--- config.mk ---
export PLATFORM = sky130hd
export DESIGN_NAME = instr_encoder
export DESIGN_NICKNAME = d
export VERILOG_FILES = /design/src/rtl/instr_enc_pkg.sv /design/src/rtl/instr_word_pack.sv /design/src/rtl/instr_encoder.sv
export SDC_FILE = /design/constraint.sdc
export NUM_CORES = 1
export LEC_CHECK = 0
export ABC_AREA = 1
export ABC_CLOCK_PERIOD_IN_PS = 2400
export CAP_MARGIN = 20
export CORE_ASPECT_RATIO = 1.75
export CORE_MARGIN = 1.5
export CORE_UTILIZATION = 23
export CTS_CLUSTER_DIAMETER = 120
export DETAILED_ROUTE_END_ITERATION = 7
export PLACE_DENSITY = 0.43
export SETUP_SLACK_MARGIN = 0.02
export SLEW_MARGIN = 10
export SYNTH_ARGS = -nofsm -noshare
export SYNTH_HDL_FRONTEND = slang
export SYNTH_SLANG_ARGS = --single-unit
--- constraint.sdc ---
create_clock -name clk -period 2.4 [get_ports clk]
set_clock_uncertainty 0.05 [all_clocks]
set_input_delay 0.24 -clock clk [delete_from_list [all_inputs] [get_ports clk]]
set_output_delay 0.24 -clock clk [all_outputs]
set_load 0.02 [all_outputs]
--- src/rtl/instr_enc_pkg.sv ---
// -----------------------------------------------------------------------------
// instr_enc_pkg
// Shared encodings for the instruction encoder/loader. Every constant here is
// the inverse of the CPU main decoder and ALU decoder:
//   kind_e       - instruction class presented on the input stream
//   ALU_*        - in_alu codes accepted for data-processing instructions
//   CMD_*        - 4-bit cmd field placed in funct[4:1] of DP/CMP words
//   OP_*         - 2-bit op field, word bits [27:26]
//   FUNCT_LDR/STR- full 6-bit funct for memory instructions
//   COND_AL      - "always" condition code
//   HALT_WORD    - branch-to-self terminator written by the optional HALT state
// -----------------------------------------------------------------------------
package instr_enc_pkg;

  typedef enum logic [2:0] {
    KIND_DP_REG  = 3'd0,
    KIND_DP_IMM  = 3'd1,
    KIND_CMP_REG = 3'd2,
    KIND_CMP_IMM = 3'd3,
    KIND_LDR     = 3'd4,
    KIND_STR     = 3'd5,
    KIND_B       = 3'd6,
    KIND_ILLEGAL = 3'd7
  } kind_e;

  localparam logic [2:0] ALU_ADD = 3'b000;
  localparam logic [2:0] ALU_SUB = 3'b001;
  localparam logic [2:0] ALU_AND = 3'b010;
  localparam logic [2:0] ALU_ORR = 3'b011;
  localparam logic [2:0] ALU_MOV = 3'b100;

  localparam logic [3:0] CMD_ADD = 4'b0100;
  localparam logic [3:0] CMD_SUB = 4'b0010;
  localparam logic [3:0] CMD_AND = 4'b0000;
  localparam logic [3:0] CMD_ORR = 4'b1100;
  localparam logic [3:0] CMD_CMP = 4'b1010;
  localparam logic [3:0] CMD_MOV = 4'b1101;

  localparam logic [1:0] OP_DP  = 2'b00;
  localparam logic [1:0] OP_MEM = 2'b01;
  localparam logic [1:0] OP_BR  = 2'b10;

  localparam logic [5:0] FUNCT_LDR = 6'b011001;
  localparam logic [5:0] FUNCT_STR = 6'b011000;

  localparam logic [3:0]  COND_AL   = 4'hE;
  localparam logic [31:0] HALT_WORD = 32'hEAFF_FFFE;

  typedef struct packed {
    logic       ok;
    logic [3:0] cmd;
  } cmd_t;

  // Maps an in_alu code to its decoder cmd; ok=0 flags the reserved codes.
  function automatic cmd_t alu_to_cmd(input logic [2:0] alu);
    cmd_t r;
    r.ok  = 1'b1;
    r.cmd = CMD_AND;
    case (alu)
      ALU_ADD: r.cmd = CMD_ADD;
      ALU_SUB: r.cmd = CMD_SUB;
      ALU_AND: r.cmd = CMD_AND;
      ALU_ORR: r.cmd = CMD_ORR;
      ALU_MOV: r.cmd = CMD_MOV;
      default: r.ok  = 1'b0;
    endcase
    return r;
  endfunction

endpackage

--- src/rtl/instr_word_pack.sv ---
// -----------------------------------------------------------------------------
// instr_word_pack
// Purely combinational: packs one set of decoded fields into a 32-bit word
// laid out as cond[31:28] op[27:26] funct[25:20] Rn[19:16] Rd[15:12] Src2[11:0]
// and flags combinations the decoder cannot represent.
// Ports:
//   kind, alu, cond, rd, rn, rm, imm, target - decoded instruction fields
//   addr    - word address the result will be written to (branch base)
//   word    - packed instruction (don't-care when illegal)
//   illegal - kind 7, reserved ALU code on DP, or immediate wider than 8 bits
// -----------------------------------------------------------------------------
module instr_word_pack
  import instr_enc_pkg::*;
#(
  parameter int ADDR_W = 6
) (
  input  logic [2:0]        kind,
  input  logic [2:0]        alu,
  input  logic [3:0]        cond,
  input  logic [3:0]        rd,
  input  logic [3:0]        rn,
  input  logic [3:0]        rm,
  input  logic [11:0]       imm,
  input  logic [ADDR_W-1:0] target,
  input  logic [ADDR_W-1:0] addr,
  output logic [31:0]       word,
  output logic              illegal
);

  cmd_t        dp;
  logic        is_imm;
  logic        imm_wide;
  logic [11:0] src2;
  logic [23:0] tgt_ext;
  logic [23:0] pc_plus2;
  logic [23:0] br_off;

  assign dp       = alu_to_cmd(alu);
  assign is_imm   = (kind == KIND_DP_IMM) || (kind == KIND_CMP_IMM);
  // Only an 8-bit immediate fits the DP/CMP Src2 form; the rotate nibble is 0.
  assign imm_wide = (imm[11:8] != 4'h0);
  assign src2     = is_imm ? {4'h0, imm[7:0]} : {8'h00, rm};

  // Branch offset is relative to the word two past the one being written,
  // wrapping modulo 2^24. The target is treated as a signed word address.
  assign tgt_ext  = {{(24-ADDR_W){target[ADDR_W-1]}}, target};
  assign pc_plus2 = 24'(addr) + 24'd2;
  assign br_off   = tgt_ext - pc_plus2;

  // NOTE: every output of a combinational block gets a default first so no
  // path through the case leaves it unassigned and infers a latch.
  always_comb begin
    word    = '0;
    illegal = 1'b0;
    case (kind)
      KIND_DP_REG, KIND_DP_IMM: begin
        illegal = !dp.ok || (is_imm && imm_wide);
        word    = {cond, OP_DP, is_imm, dp.cmd, 1'b0,
                   (alu == ALU_MOV) ? 4'h0 : rn, rd, src2};
      end
      KIND_CMP_REG, KIND_CMP_IMM: begin
        illegal = is_imm && imm_wide;
        word    = {cond, OP_DP, is_imm, CMD_CMP, 1'b1, rn, 4'h0, src2};
      end
      KIND_LDR: word = {cond, OP_MEM, FUNCT_LDR, rn, rd, imm};
      KIND_STR: word = {cond, OP_MEM, FUNCT_STR, rn, rd, imm};
      KIND_B:   word = {cond, OP_BR, 2'b10, br_off};
      default:  illegal = 1'b1;
    endcase
  end

endmodule

--- src/rtl/instr_encoder.sv ---
// -----------------------------------------------------------------------------
// instr_encoder
// Boot-loader front end: accepts decoded instruction fields on a valid/ready
// stream, packs each into a 32-bit word and writes it to instruction memory at
// sequential word addresses starting from BASE_ADDR.
// Optional feature: define INSTR_ENC_HALT_EN to have `finish` write a
// branch-to-self terminator (HALT state) before entering DONE.
// Ports:
//   clk, reset (async, active-low)
//   start, finish         - load control pulses (start has priority)
//   in_valid/in_ready     - field handshake; in_kind/alu/cond/rd/rn/rm/imm/target
//   imem_we/addr/wdata    - memory write request, held until imem_ack
//   busy, full, err       - status (err is sticky until start)
//   count                 - words written since start
// -----------------------------------------------------------------------------
module instr_encoder
  import instr_enc_pkg::*;
#(
  parameter int          ADDR_W    = 6,
  parameter int unsigned BASE_ADDR = 0
) (
  input  logic              clk,
  input  logic              reset,
  input  logic              start,
  input  logic              finish,
  input  logic              in_valid,
  output logic              in_ready,
  input  logic [2:0]        in_kind,
  input  logic [2:0]        in_alu,
  input  logic [3:0]        in_cond,
  input  logic [3:0]        in_rd,
  input  logic [3:0]        in_rn,
  input  logic [3:0]        in_rm,
  input  logic [11:0]       in_imm,
  input  logic [ADDR_W-1:0] in_target,
  output logic              imem_we,
  output logic [ADDR_W-1:0] imem_addr,
  output logic [31:0]       imem_wdata,
  input  logic              imem_ack,
  output logic              busy,
  output logic              full,
  output logic              err,
  output logic [ADDR_W:0]   count
);

`ifdef INSTR_ENC_HALT_EN
  typedef enum logic [2:0] {S_IDLE, S_ACCEPT, S_WRITE, S_HALT, S_DONE, S_FULL} state_e;
`else
  typedef enum logic [2:0] {S_IDLE, S_ACCEPT, S_WRITE, S_DONE, S_FULL} state_e;
`endif

  localparam logic [ADDR_W-1:0] BASE = ADDR_W'(BASE_ADDR);

  state_e      state, state_nx;
  logic [31:0] word;
  logic        illegal;
  logic        restart;    // start pulse: clear counters, re-arm
  logic        take_word;  // legal handshake: latch packed word
  logic        take_bad;   // illegal handshake: consume and flag
  logic        commit;     // write acknowledged: advance address
  logic        take_halt;  // entering HALT: latch terminator

  instr_word_pack #(.ADDR_W(ADDR_W)) u_pack (
    .kind    (in_kind),
    .alu     (in_alu),
    .cond    (in_cond),
    .rd      (in_rd),
    .rn      (in_rn),
    .rm      (in_rm),
    .imm     (in_imm),
    .target  (in_target),
    .addr    (imem_addr),
    .word    (word),
    .illegal (illegal)
  );

  // NOTE: sequential state uses non-blocking assignments so every register
  // samples pre-edge values regardless of block evaluation order.
  always_ff @(posedge clk or negedge reset) begin
    if (!reset) state <= S_IDLE;
    else        state <= state_nx;
  end

  always_comb begin
    state_nx  = state;
    restart   = 1'b0;
    take_word = 1'b0;
    take_bad  = 1'b0;
    commit    = 1'b0;
    take_halt = 1'b0;
    if (start) begin
      restart  = 1'b1;
      state_nx = S_ACCEPT;
    end else begin
      case (state)
        S_ACCEPT: begin
          // finish outranks a simultaneous in_valid; the input stays pending.
          if (finish) begin
`ifdef INSTR_ENC_HALT_EN
            take_halt = 1'b1;
            state_nx  = S_HALT;
`else
            state_nx  = S_DONE;
`endif
          end else if (in_valid) begin
            if (illegal) begin
              take_bad = 1'b1;
            end else begin
              take_word = 1'b1;
              state_nx  = S_WRITE;
            end
          end
        end
        S_WRITE: begin
          if (imem_ack) begin
            commit   = 1'b1;
            state_nx = (imem_addr == '1) ? S_FULL : S_ACCEPT;
          end
        end
`ifdef INSTR_ENC_HALT_EN
        S_HALT: begin
          if (imem_ack) begin
            commit   = 1'b1;
            state_nx = S_DONE;
          end
        end
`endif
        S_FULL: if (finish) state_nx = S_DONE;
        default: ;
      endcase
    end
  end

  always_ff @(posedge clk or negedge reset) begin
    if (!reset) begin
      imem_addr  <= BASE;
      imem_wdata <= '0;
      count      <= '0;
      err        <= 1'b0;
    end else begin
      if (restart) begin
        imem_addr <= BASE;
        count     <= '0;
        err       <= 1'b0;
      end else begin
        if (commit) begin
          imem_addr <= imem_addr + ADDR_W'(1);
          count     <= count + (ADDR_W+1)'(1);
        end
        if (take_bad) err <= 1'b1;
      end
      if (take_word)      imem_wdata <= word;
      else if (take_halt) imem_wdata <= HALT_WORD;
    end
  end

  // Decoded from state so an asynchronous reset drops the write strobe at once.
  assign in_ready = (state == S_ACCEPT);
`ifdef INSTR_ENC_HALT_EN
  assign imem_we  = (state == S_WRITE) || (state == S_HALT);
`else
  assign imem_we  = (state == S_WRITE);
`endif
  assign busy     = (state != S_IDLE) && (state != S_DONE);
  assign full     = (state == S_FULL);

endmodule

==> results.json, run 1 <==
{
  "track_usage_pct": 14.4,
  "ir_worst_vdd_v": 0.000346,
  "drt-initial-drc-count": 75,
  "io_buffers": 95,
  "first_pass_iters": 4,
  "viasPerCell": 4.34,
  "yosysSeqAreaShare_pct": 40.0,
  "pre_cts_slack_ns": -0.0581,
  "post-place-cells": 682,
  "synth_nets": 469,
  "switchingPower_mw": 1.42,
  "async_reset_ff_share_pct": 100,
  "syn_to_final_growth_pct": 49.0,
  "clkPwrFrac_pct": 22.1,
  "grt_max_degree": 29,
  "cp.arrival_ns": 2.41,
  "netlist_instances": 408,
  "fp.dieW_um": 90.3,
  "die_h_um": 156,
  "die-area_sq_mm": 0.0141,
  "fin_crit_sh_pct": 94.4,
  "clock_path_buffers": 2,
  "start_util_pct": 23.7,
  "dpl.hpwl_um": 7800,
  "reg2regPathDepth": 14,
  "h-tree-depth": 2,
  "yosysMostFrequentCell": "nand2_1",
  "cap_violations": 0,
  "worstSetupPathType": "reg -> reg",
  "p_leak_nw": 2.08,
  "antennaDiodeCount": 0,
  "vias": 3011,
  "place.gp.congestion": 0.848,
  "reg2reg_to": "imem_wdata[7]",
  "final_nets": 582,
  "worst_setup_path_start_kind": "register",
  "r2r_slack_ns": 0.13,
  "ys_warn_count": 0,
  "synth_commonest_cells": "nand2_1, dfrtp_1, inv_1",
  "cts.sinks": 49,
  "powerDensity_mw_per_mm2": 850,
  "ys_top_cells_by_area": "dfrtp_1, nand2_1, ha_1",
  "finalSetupViolCount": 0,
  "switching_share_pct": 36.6,
  "netlist.area_leader.share_pct": 40.0,
  "status": "finished clean",
  "antenna_left": 0,
  "cts_root_buf": "clkbuf_16",
  "power_frac_comb_pct": 45.3,
  "cts_tree": "yes",
  "drt-wirelength-per-cell_um": 14.5,
  "cts_made_buffers": 5,
  "post-route-util_pct": 35.3,
  "worst_pin_slew_ns": 0.473,
  "rr_startpoint": "imem_addr[2]",
  "finalHoldViolCount": 0,
  "setup_ws_ns": 0.135,
  "clk_latency_ns": 0.29,
  "fp-row-count": 55,
  "worstPathMaxFanout": 4,
  "fillers": 1436,
  "layoutNonFillerInstCount": 693,
  "worst_setup_path_end_kind": "register",
  "routed_wl_um": 10000,
  "path_clk_slew_ns": 0.07,
  "gr-total-overflow": 0,
  "synthFlopType": "dfrtp_1",
  "fin_crit_ns": 2.27,
  "synth_area_leader_cell": "dfrtp_1",
  "core_area_sq_mm": 0.0129,
  "avgSynthCellArea_sq_um": 7.51,
  "antenna_found_initial": 0,
  "mappedNetlistArea_sq_mm": 0.00307,
  "p_int_mw": 2.46,
  "grt_pass1_vias": 3139,
  "ys_ff_latch": 49,
  "drcViolationCount": 0,
  "synth_edf_count": 0,
  "drive_gt1_share_pct": 13.8,
  "slew_headroom_pct": 68.5,
  "hold-worst-slack_ns": 0.386,
  "share_seq_of_total_power_pct": 32.6,
  "io_pins": 96,
  "max_freq_ghz": 0.441,
  "worstPathRequired_ns": 2.54,
  "drv_slew": 0,
  "synth.distinct_cells": 38,
  "rsz0062_at_grt": "true",
  "grt_pass1_wl_um": 16000,
  "min_path_type": "in -> async"
}
worst max-delay path, stage by stage, from the launching register on:
cell and delay (ns):
dfrtp_2 0.41, ha_4 0.16, nand3_2 0.06, xor2_1 0.15
ha_1 0.35, inv_2 0.09, nor2_2 0.04, inv_1 0.06
nor2_1 0.04, nor2_1 0.10, nand2_1 0.09, ha_1 0.30
nand2_1 0.07, a21oi_2 0.05, a21o_1 0.15
cell usage in the layout (no fill, tap or decap), drive strengths merged, types with 4 or more instances in the layout:
master,netlist,final
a31oi,4,4
nand3,30,30
nor2,42,42
dfrtp,49,49
a21boi,7,7
or2,4,4
buf,7,19
nand2,119,119
ha,14,14
clkbuf,1,7
o21ai,26,26
inv,50,50
nor3,6,6
a21oi,31,31
clkdlybuf4s50,0,94
worst max-delay path by stage:
stage                           to  slack [ns]  cells after the start          from
floorplan            imem_wdata[7]        0.02                     14  imem_addr[2]
finish               imem_wdata[7]        0.13                     14  imem_addr[2]
global placement    imem_wdata[15]        0.06                     14  imem_addr[1]
global route         imem_wdata[7]       -0.02                     14  imem_addr[2]
CTS                  imem_wdata[7]        0.04                     14  imem_addr[1]
detailed placement  imem_wdata[23]       -0.06                     14  imem_addr[1]
metal layers:
metal | part of all wire (%) | wire length [um] | global-route usage, % | vias up
met3 | 4.2 | 420 | 3.02 | 10
met4 | 1.7 | 171 | 4.23 | 0
met5 | 0 | 0 | 0 | -
met1 | 42 | 4230 | 16.1 | 1390
met2 | 52 | 5200 | 27.2 | 72
li1 | - | - | - | 1539
sequential cells by signal, summed over array words and instances, names as in the netlist:
signal and flops:
imem_wdata 32, count 7, imem_addr 6, state 3, err 1
layout make-up:
cell class	instances	area, sq um	area share (%)
clock buffers	7	143	3.12
multi-input cells	300	1650	36.2
inverters	51	194	4.25
flip-flops and latches	49	1230	26.9
repair buffers	114	1100	24.2
clock inverters	1	30.0	0.658
well taps	171	214	4.68
timing repair:
action                                 in CTS  in global routing
setup endpoints to repair                   3                 12
endpoints found under the hold margin      16                  0
setup buffers                               0                  2
resized for setup                           2                 19
hold buffers                                1                  0
pin swaps                                   1                 11
through the flow:
step           setup TNS, ns  area [sq um]  power [mW]
2_1_floorplan              0          3070        2.18
3_3_place_gp               0          4290        3.04
3_5_place_dp         -0.0865          4290        3.04
4_1_cts                    0          4480        3.94
5_1_grt              -0.0186          4570        4.13
6_report                   0          4570        3.88
logic make-up after synthesis:
group | Yosys count | share of synthesized area (%)
AND/OR/NAND/NOR | 205 | 28.7
adder cells (fa/ha/maj) | 15 | 6.37
buffers and inverters | 59 | 8.49
XOR/XNOR | 4 | 1.14
flip-flops | 49 | 40.0
AO/OA/AOI/OAI | 76 | 15.3
power groups by stage:
stage / logic [mW] / clock network, mW / registers, mW
floorplan: 0.591 / 0 / 1.59
global placement: 1.76 / 0 / 1.28
detailed placement: 1.76 / 0 / 1.28
CTS: 1.78 / 0.898 / 1.27
global route: 1.91 / 0.916 / 1.30
finish: 1.76 / 0.860 / 1.27
(Power assumes the default switching activity.)
==> run 2, diff against run 1 <==
--- a/config.mk
+++ b/config.mk
@@ -8,14 +8,16 @@
 export ABC_AREA = 1
 export ABC_CLOCK_PERIOD_IN_PS = 2400
 export CAP_MARGIN = 20
+export CELL_PAD_IN_SITES_DETAIL_PLACEMENT = 1
+export CELL_PAD_IN_SITES_GLOBAL_PLACEMENT = 1
 export CORE_ASPECT_RATIO = 1.75
 export CORE_MARGIN = 1.5
 export CORE_UTILIZATION = 23
 export CTS_CLUSTER_DIAMETER = 120
 export DETAILED_ROUTE_END_ITERATION = 7
-export PLACE_DENSITY = 0.43
+export PLACE_DENSITY = 0.58
 export SETUP_SLACK_MARGIN = 0.02
-export SLEW_MARGIN = 10
+export SKIP_CTS_REPAIR_TIMING = 1
 export SYNTH_ARGS = -nofsm -noshare
 export SYNTH_HDL_FRONTEND = slang
 export SYNTH_SLANG_ARGS = --single-unit
==> results.json, run 2 (synthesis gave the netlist of run 1 again) <==
{
  "finalSetupViolCount": 0,
  "worst_setup_path_start_kind": "register",
  "worst_pin_slew_ns": 0.610,
  "start_util_pct": 23.7,
  "critPathMaxStageDelay_ns": 0.41,
  "drt-initial-drc-count": 128,
  "grt_pass1_wl_um": 17200,
  "worstSetupPathType": "reg -> reg",
  "first_pass_iters": 4,
  "crit_slowest_cell": "dfrtp_2",
  "hold-worst-slack_ns": 0.414,
  "antenna_left": 0,
  "drive_gt1_share_pct": 14.6,
  "cp.arrival_ns": 2.41,
  "power_frac_comb_pct": 47.1,
  "mostFrequentLayoutCell": "nand2_1",
  "drt-wirelength-per-cell_um": 15.4,
  "vias": 3143,
  "layout_common_cells": "nand2_1, clkdlybuf4s50_1, dfrtp_1",
  "antennaDiodeCount": 0,
  "rsz0062_at_grt": "true",
  "fin_crit_sh_pct": 94.9,
  "cts_tree": "yes",
  "fin_crit_ns": 2.28,
  "routed_wl_um": 10800,
  "p_int_mw": 2.34,
  "slew_headroom_pct": 59.3,
  "switchingPower_mw": 1.43,
  "clkPwrFrac_pct": 19.2,
  "crit_chain": "ha_4, nand3_2, xor2_1, ha_1, inv_2, nor2_4, inv_2, nor2_2, nor2_1, nand2_1, ha_1, nand2_1, a21oi_1, a21o_1",
  "cts_made_buffers": 5,
  "largest_reg_flops": 32,
  "clock_path_buffers": 2,
  "drcViolationCount": 0,
  "io_buffers": 95,
  "worst_setup_path_end_kind": "register",
  "io_pins": 96,
  "post-route-util_pct": 35.4,
  "cts_root_buf": "clkbuf_16",
  "finalHoldViolCount": 0,
  "final_nets": 588,
  "syn_to_final_growth_pct": 49.3,
  "largestRegisters": "imem_wdata x32, count x7, imem_addr x6",
  "grt_max_degree": 29,
  "worstPathMaxFanout": 4,
  "gr-total-overflow": 0,
  "antenna_found_initial": 0,
  "tns_ns": 0,
  "cpLargestDelayFamily": "adder cells",
  "viasPerCell": 4.50,
  "clk_latency_ns": 0.29,
  "max_freq_ghz": 0.439,
  "grt_pass1_vias": 3378,
  "fp-row-count": 55,
  "share_seq_of_total_power_pct": 33.7,
  "status": "finished clean",
  "core_area_sq_mm": 0.0129,
  "track_usage_pct": 15.7,
  "cap_violations": 0,
  "h-tree-depth": 2,
  "largest-register": "imem_wdata",
  "dpl_cell_area_sq_mm": 0.00434,
  "min_path_type": "reg -> reg",
  "cts.sinks": 49,
  "p_leak_nw": 2.09,
  "total_power_mw": 3.77,
  "powerDensity_mw_per_mm2": 823,
  "place.gp.congestion": 0.813,
  "switching_share_pct": 38.0,
  "die-area_sq_mm": 0.0141,
  "path_clk_slew_ns": 0.07,
  "worstPathRequired_ns": 2.54,
  "fin_area_sq_mm": 0.00458,
  "die_h_um": 156,
  "crit_buf_inv": 2,
  "fp.dieW_um": 90.3,
  "ir_worst_vdd_v": 0.000289,
  "drv_slew": 0,
  "dpl.hpwl_um": 8540
}
## run 2: cell types whose count changed in the layout (fill, tap and decap cells not counted), sizes merged
| cell | change |
|---|---|
| bufinv | -1 |
| buf | +6 |
| clkinvlp | +1 |
## run 2: routing by layer
| layer | track usage [%] | up-vias | share of wire [%] |
|---|---|---|---|
| met4 | 5.14 | 0 | 2.3 |
| met1 | 16.7 | 1507 | 39 |
| met5 | 0 | - | 0 |
| li1 | - | 1549 | - |
| met2 | 30.4 | 72 | 54 |
| met3 | 2.88 | 15 | 3.8 |
## run 2: power by group through the flow
| stage | logic (mW) | clock network (mW) | registers [mW] |
|---|---|---|---|
| floorplan | 0.591 | 0 | 1.59 |
| global placement | 1.76 | 0 | 1.28 |
| detailed placement | 1.78 | 0 | 1.29 |
| CTS | 1.79 | 0.751 | 1.28 |
| global route | 1.92 | 0.779 | 1.31 |
| finish | 1.77 | 0.724 | 1.27 |
## run 2: area by class of cell
type,count,area (sq um)
Fill cell,1626,8360
Multi-Input combinational cell,300,1640
Sequential cell,49,1230
Timing Repair Buffer,120,1160
Tap cell,171,214
Inverter,51,194
Clock buffer,7,133
Clock inverter,1,7.51
## run 2: worst paths after layout
path	start	depth (start not counted)	end	slack (ns)
hold reg to reg	count[6]	1	count[6]	0.41
setup reg to reg	imem_addr[2]	14	imem_wdata[7]	0.12
hold / removal	count[6]	1	count[6]	0.41
min in group asynchronous	reset	2	count[6]	0.45
setup / recovery	imem_addr[2]	14	imem_wdata[7]	0.12
max in group asynchronous	reset	3	imem_wdata[29]	1.29
## run 2: stage by stage
stage / instances / setup slack, ns
global route: 699 / -0.0433
global placement: 686 / 0.0721
CTS: 694 / -0.0493
finish: 699 / 0.123
detailed placement: 686 / -0.0331
floorplan: 408 / 0.0214
